===== src/rtl/nibble_serial_adder.sv =====
// nibble_serial_adder: WIDTH-bit add/subtract built from one 4-bit
// ripple-carry slice reused over WIDTH/4 cycles, least significant nibble
// first, with the inter-nibble carry held in a register.
//
// Handshake: a transfer happens on a rising edge where valid and ready are
// both high. Operands transfer on start_valid & start_ready (ready only in
// IDLE); the result transfers on result_valid & result_ready (valid only in
// DONE). A producer may hold valid as long as it likes; nothing is accepted
// while ready is low, and the result stays bit-stable until it is taken.
module nibble_serial_adder #(
  parameter int WIDTH = 16
) (
  input  logic             clk,
  input  logic             rst,
  input  logic             start_valid,
  output logic             start_ready,
  input  logic [WIDTH-1:0] x,
  input  logic [WIDTH-1:0] y,
  input  logic             cin,
  input  logic             sub,
  output logic             result_valid,
  input  logic             result_ready,
  output logic [WIDTH-1:0] sum,
  output logic             cout,
  output logic             ovf,
  output logic             busy,
  output logic [1:0]       dbg_state
);

  localparam int N  = WIDTH / 4;
  localparam int KW = $clog2(N);
  localparam logic [KW-1:0] K_LAST = KW'(N - 1);

  typedef enum logic [1:0] {
    S_IDLE = 2'd0,
    S_RUN  = 2'd1,
    S_DONE = 2'd2
  } state_t;

  state_t           state_q, state_d;
  logic [WIDTH-1:0] xa_q, xa_d;
  logic [WIDTH-1:0] yb_q, yb_d;
  logic             c_q, c_d;
  logic [KW-1:0]    k_q, k_d;
  logic [WIDTH-1:0] sum_q, sum_d;
  logic             cout_q, cout_d;
  logic             ovf_q, ovf_d;

  logic [KW+1:0]    bit_ofs;
  logic [3:0]       a_nib;
  logic [3:0]       b_nib;
  logic [4:0]       slice;

  // The single shared 4-bit slice, fed by the nibble selected with k.
  always_comb begin
    bit_ofs = {k_q, 2'b00};
    a_nib   = xa_q[bit_ofs +: 4];
    b_nib   = yb_q[bit_ofs +: 4];
    slice   = {1'b0, a_nib} + {1'b0, b_nib} + {4'b0000, c_q};
  end

  // Next-state logic: accept operands, step one nibble per RUN cycle,
  // then hold the result in DONE until the consumer takes it.
  always_comb begin
    state_d = state_q;
    xa_d    = xa_q;
    yb_d    = yb_q;
    c_d     = c_q;
    k_d     = k_q;
    sum_d   = sum_q;
    cout_d  = cout_q;
    ovf_d   = ovf_q;
    unique case (state_q)
      S_IDLE: begin
        if (start_valid) begin
          // Subtraction is x + ~y + 1, so invert y and force the carry in.
          xa_d    = x;
          yb_d    = sub ? ~y : y;
          c_d     = sub ? 1'b1 : cin;
          k_d     = '0;
          state_d = S_RUN;
        end
      end
      S_RUN: begin
        sum_d[bit_ofs +: 4] = slice[3:0];
        c_d = slice[4];
        if (k_q == K_LAST) begin
          // slice[3] is the result MSB on the final nibble.
          cout_d  = slice[4];
          ovf_d   = (xa_q[WIDTH-1] == yb_q[WIDTH-1]) && (slice[3] != xa_q[WIDTH-1]);
          k_d     = '0;
          state_d = S_DONE;
        end else begin
          k_d = k_q + 1'b1;
        end
      end
      S_DONE: begin
        if (result_ready) begin
          state_d = S_IDLE;
        end
      end
      default: state_d = S_IDLE;
    endcase
  end

  // State registers; reset aborts any operation in flight.
  always_ff @(posedge clk or posedge rst) begin
    if (rst) begin
      state_q <= S_IDLE;
      xa_q    <= '0;
      yb_q    <= '0;
      c_q     <= 1'b0;
      k_q     <= '0;
      sum_q   <= '0;
      cout_q  <= 1'b0;
      ovf_q   <= 1'b0;
    end else begin
      state_q <= state_d;
      xa_q    <= xa_d;
      yb_q    <= yb_d;
      c_q     <= c_d;
      k_q     <= k_d;
      sum_q   <= sum_d;
      cout_q  <= cout_d;
      ovf_q   <= ovf_d;
    end
  end

  assign start_ready  = (state_q == S_IDLE);
  assign result_valid = (state_q == S_DONE);
  assign busy         = (state_q != S_IDLE);
  assign sum          = sum_q;
  assign cout         = cout_q;
  assign ovf          = ovf_q;
  assign dbg_state    = state_q;

endmodule

===== config.mk =====
export PLATFORM = sky130hd
export DESIGN_NAME = nibble_serial_adder
export DESIGN_NICKNAME = d
export VERILOG_FILES = /design/src/rtl/nibble_serial_adder.sv
export SDC_FILE = /design/constraint.sdc
export NUM_CORES = 1
export LEC_CHECK = 0
export CAP_MARGIN = 10
export CORE_MARGIN = 2
export CORE_UTILIZATION = 47
export CTS_BUF_LIST = sky130_fd_sc_hd__clkbuf_8
export DETAILED_ROUTE_END_ITERATION = 6
export PLACE_DENSITY = 0.75
export SETUP_SLACK_MARGIN = 0.15
export SYNTH_ARGS = -nofsm -noshare
export SYNTH_HDL_FRONTEND = slang
export SYNTH_SLANG_ARGS = --single-unit

===== constraint.sdc =====
create_clock -name clk -period 2.2 [get_ports clk]
set_input_delay 0.44 -clock clk [delete_from_list [all_inputs] [get_ports clk]]
set_output_delay 0.44 -clock clk [all_outputs]
set_load 0.1 [all_outputs]

Word level (Yosys, flattened, before mapping)
Index checks and enable logic that the tools add are counted.
Widths: inputs -> output; s select.
{ "op_classes": {"addsub": 4, "n_eq_ne": 8, "shift": 4, "n_mux": 12, "bitwise_logic": 1, "reduce_logical": 8} }
{ "ops": {"columns": ["op", "n"], "rows": [
  ["$shiftx 16x5->4", 2],
  ["$bwmux 16", 1],
  ["$mux 16", 1],
  ["$not 16->16", 1],
  ["$shift 4x6->16 const A", 1],
  ["$shiftx 4x6->16", 1],
  ["$mux 2", 5],
  ["$neg 4->6", 1],
  ["$pmux 2 s3", 1],
  ["$reduce_and 2->1", 3],
  ["$add 4x4->5", 1],
  ["$add 5x1->5", 1],
  ["$eq 2x2->1 const B", 2],
  ["$ne 2x2->1 const B", 2],
  ["$pmux 2 s2", 1],
  ["$reduce_bool 2->1", 2],
  ["$reduce_and 3->1", 1],
  ["$add 2x1->2 const B", 1],
  ["$eq 2x1->1 const B", 1],
  ["$logic_not 2->1", 1],
  ["$mux 1", 2],
  ["$ne 2x1->1 const B", 1],
  ["$pmux 1 s2", 1],
  ["$eq 1x1->1", 1],
  ["2 further kinds", 2]
]} }
{ "word_totals": {"regBits": 55, "inputBits": 38, "output_inout_bits": 23} }

Longest topological paths before layout
{ "logic_depth": {"word_depth": 5, "depth_mapped": 8, "mapped_depth_nobuf": 7} }

Worst setup path after synthesis
No wires, ideal clock.
{ "synth_timing": {"kind": "flip-flop to flip-flop", "startpoint": "register state_q[1], in the netlist dbg_state[1]", "endpoint": "register state_q[0], in the netlist dbg_state[0]", "t_arrival_ps": 2722, "setup_slack_ps": -652, "stages_incl_launch_ff": 6, "path_buffers": 1, "path_cell_list": "dfrtp_1 or2_2 inv_1 nand2_2 buf_2 o21ai_0"} }
{ "synth_via": {"elab_chain_len": 3} }
{ "synth_lines": {"columns": ["item", "line_no", "text"], "rows": [
  ["start, declared", "40", "state_t state_q, state_d;"],
  ["start signal, assigned", "118", "state_q <= state_d;"],
  ["$logic_not 2->1 *", null, null],
  ["named net start_ready", "16", "output logic start_ready,"],
  ["$ne 2x2->1 (no line)", null, null],
  ["$reduce_and 3->1 (no line)", null, null]
]} }
Mark *: on every way through the listed nets, which the timed path passes. The rest lies on a longest branch.
A chain may end at the register's enable or synchronous reset.

Worst setup path after layout
{ "layout_timing": {"startpoint": "register k_q[0]", "endpoint": "register c_q"} }
{ "layout_via": {"elab_chain_len": 4} }
{ "layout_lines": {"columns": ["item", "line_no", "text"], "rows": [
  ["start, declared", "44", "logic [KW-1:0] k_q, k_d;"],
  ["start signal, assigned", "122", "k_q <= k_d;"],
  ["$shiftx 16x5->4, on equally long branches", "57, 58", null],
  ["$add 4x4->5 *", "59", "slice = {1'b0, a_nib} + {1'b0, b_nib} + {4'b0000, c_q};"],
  ["$add 5x1->5 *", "59", null],
  ["$pmux 1 s2 *", "73", "unique case (state_q)"],
  ["end signal, assigned", "112", "c_q <= 1'b0;"],
  ["end signal, assigned", "121", "c_q <= c_d;"],
  ["end, declared", "43", "logic c_q, c_d;"]
]} }
Every way passes the cells marked *; elsewhere a longest branch is shown, timed or not.

==> flow_summary.yaml <==
setup_path:
  crit_end: "c_q"
  r2r-start: "k_q[0]"
  cp_cell_sequence: "mux4_2 -> fa_2 -> fa_2 -> a21oi_2 -> nor2_1 -> nor2_1 -> o21ai_1"
  r2r_cells: 7
  end_kind: "flip-flop"
  crit_required_ns: 2.39
  arrival_ns: 2.44
  rrSetupSlack_ns: -0.05
  crit_slowest_cell: "mux4_2"
  crit_start: "k_q[0]"
  cp_max_fo: 4
  reg2reg_to: "c_q"
  critPathKind: "reg2reg"
  start_kind: "flip-flop"
  critPathMaxStageDelay_ns: 0.53
drt:
  wl_met2_um: 2900
  maxUsedRoutingLayer: "met4"
  dr.pass1.iters: 4
  viasPerCell: 5.32
  wl_met3_um: 255
  drt-total-wl_um: 5720
  met1_length_um: 2470
  drc_errors: 0
  ant_nets: 0
  drt_iter0_markers: 103
  vias: 2075
  wl_per_cell_um: 14.7
die:
  fp-row-count: 27
  die_w_um: 79.6
  fp.dieH_um: 79.6
  die-area_um2: 6330
  start_util_pct: 48.8
  io_pins: 61
  core_area_um2: 5510
cts:
  cts.sinks: 55
  cts_tree: "done"
  clk_pin_slew_ns: 0.09
  cts_hold_buf: 0
  cts_max_path_buffers: 2
  numCtsBuffers: 5
  ctsHtreeMaxLevel: 2
  root_buffer: "clkbuf_8"
  clkLatencyLatePin_ns: 0.31
worst_hold_path:
  hold_class: "in2async"
synthesis:
  synth_warnings: 0
  synth_cell_types: 37
  syn_inst: 246
  ys_seq_elements: 55
  synthXorXnorAreaFrac_pct: 5.87
  synthMuxAreaShare_pct: 6.71
  synthesis.area_um2: 2690
  synth-compound-area-share_pct: 11.3
  synth_top_family_by_area: "simple AND/OR/NAND/NOR gates"
  synthAdderAreaFrac_pct: 5.68
  syn_avg_cell_area_um2: 10.9
  yosys.area_share.simple_pct: 16.2
  seq_area_frac_synth_pct: 51.3
  synth_nets: 295
sta:
  fmax_ghz: 0.445
  relSlewSlack_pct: 77.5
  timing.final.crit_share_pct: 102
  skew_ns: 0.00984
  tightest_slew_ns: 0.337
  slew_violations: 0
  rsz0062_at_grt: "yes"
  hold_violations: 0
  setup_viol: 9
  fin_tns_setup_ns: -0.180
  period_needed_ns: 2.25
  setup_ws_ns: -0.0469
layout:
  design_area_um2: 3620
  drive_gt1_share_pct: 24.2
  fillCellCount: 444
  nets: 366
  multiInputGateArea_um2: 1290
  seq_area_um2: 1380
  utilization_pct: 65.8
  area_growth_pct: 34.9
  antennaDiodeCount: 0
place:
  numPortBuffers: 60
  dp_hpwl_um: 4340
  gp_congestion: 0.854
  placed_area_um2: 3480
  dp_slack_ns: -0.0524
flow_run:
  max_cap_viol_count: 0
outcome:
  violations: "negative setup slack"
  status: "complete, but fails checks"
global_route:
  antenna_found_initial: 0
  grtUsageTotal_pct: 19.3
  grt_start_max_net_pins: 56
  grt_pass1_vias: 2049
  grt_pass1_wl_um: 9500
  gr-total-overflow: 0
==> layer usage <==
layer | up-vias | GRT usage, %
met5 | - | 0
met4 | 0 | 5.52
met3 | 9 | 3.39
met2 | 53 | 34.4
met1 | 1029 | 24.1
li1 | 984 | -
==> worst min path at each step <==
stage               slack [ns]        to  depth (start not counted)
finish                    0.48   xa_q[0]                          3
global route              0.50   xa_q[3]                          2
CTS                       0.48  xa_q[14]                          2
detailed placement        0.46  xa_q[14]                          2
global placement          0.45  xa_q[14]                          2
floorplan                 0.44  xa_q[10]                          2
==> stage by stage <==
| stage | hold WS (ns) | instances |
|---|---|---|
| 5_1_grt | 0.497 | 390 |
| 4_1_cts | 0.479 | 390 |
| 3_3_place_gp | 0.453 | 382 |
| 2_1_floorplan | 0.437 | 246 |
| 3_5_place_dp | 0.455 | 382 |
| 6_report | 0.480 | 390 |
==> what timing repair did <==
item / 4_1_cts / 5_1_grt
gates cloned: 0 / 0
endpoints found under the setup margin: 15 / 16
buffers inserted: 0 / 0
gates resized for setup: 2 / 2
pin swaps: 1 / 1
==> cell type report <==
cell class              count  share of cell area (%)
well taps                  72                    2.49
clock inverters             3                    1.76
inverters                   6                   0.726
multi-input cells         174                    35.5
flip-flops and latches     55                    38.1
clock buffers               5                    1.90
repair buffers             75                    19.5
==> cell families (layout without fill, tap and decap cells) <==
group | count (synthesis) | count (layout)
adder cells (fa/ha/maj) | 11 | 11
AND/OR/NAND/NOR | 93 | 93
flip-flops | 55 | 55
buffers and inverters | 17 | 89
AO/OA/AOI/OAI | 44 | 44
multiplexers | 8 | 8
XOR/XNOR | 18 | 18
==> Yosys cell counts (all sizes together) <==
library cell | instances | area [µm²]
nand3 | 3 | 15.0
and4b | 1 | 10.0
ha | 9 | 113
and2b | 1 | 8.76
dfrtp | 55 | 1380
and3 | 1 | 6.26
a21oi | 18 | 90.1
mux4 | 8 | 180
xnor2 | 17 | 149
o2111ai | 1 | 8.76
and4 | 2 | 17.5
buf | 7 | 43.8
o211ai | 1 | 7.51
o21ai | 4 | 20.0
or2b | 2 | 16.3
inv | 6 | 22.5
nor2 | 19 | 71.3
or2 | 1 | 6.26
nand2 | 58 | 228
xor2 | 1 | 8.76
a21o | 1 | 7.51
o31ai | 2 | 15.0
or3 | 1 | 6.26
clkbuf | 4 | 15.0
a211o | 1 | 8.76
nor3b | 2 | 20.0
a22o | 16 | 145
nor4b | 1 | 23.8
fa | 2 | 40.0
nor3 | 1 | 5.00
==> worst max-delay path, delay by kind of cell (launching register included) <==
family	cells	cell delay, ns
flops	1	0.41
mux	1	0.53
compound gates	2	0.24
fa+ha+maj	2	0.77
simple gates	2	0.18
==> cell usage in the layout, fill, tap and decap left out, drive strengths merged <==
cell type	synthesis	layout
a211o	1	1
xor2	1	1
a21o	1	1
xnor2	17	17
ha	9	9
nand3	3	3
a22o	16	16
o21ai	4	4
dfrtp	55	55
clkdlybuf4s50	0	37
or3	1	1
and4b	1	1
fa	2	2
nor2	19	19
mux4	8	8
bufinv	0	2
a21oi	18	18
and2b	1	1
o2111ai	1	1
nor3	1	1
and4	2	2
inv	6	6
or2	1	1
nand2	58	58
nor4b	1	1
and3	1	1
o211ai	1	1
or2b	2	2
buf	7	38
clkinvlp	0	1
clkbuf	4	5
o31ai	2	2
nor3b	2	2
==> registers in the layout, indices dropped and copies added (netlist names) <==
| register | cells |
|---|---|
| c_q | 1 |
| k_q | 2 |
| sum | 16 |
| dbg_state | 2 |
| ovf | 1 |
| xa_q | 16 |
| cout | 1 |
| yb_q | 16 |
Power is left out: the tool's default activity adds up to more than one toggle a clock period on the data nets, which glitch-free logic cannot reach.
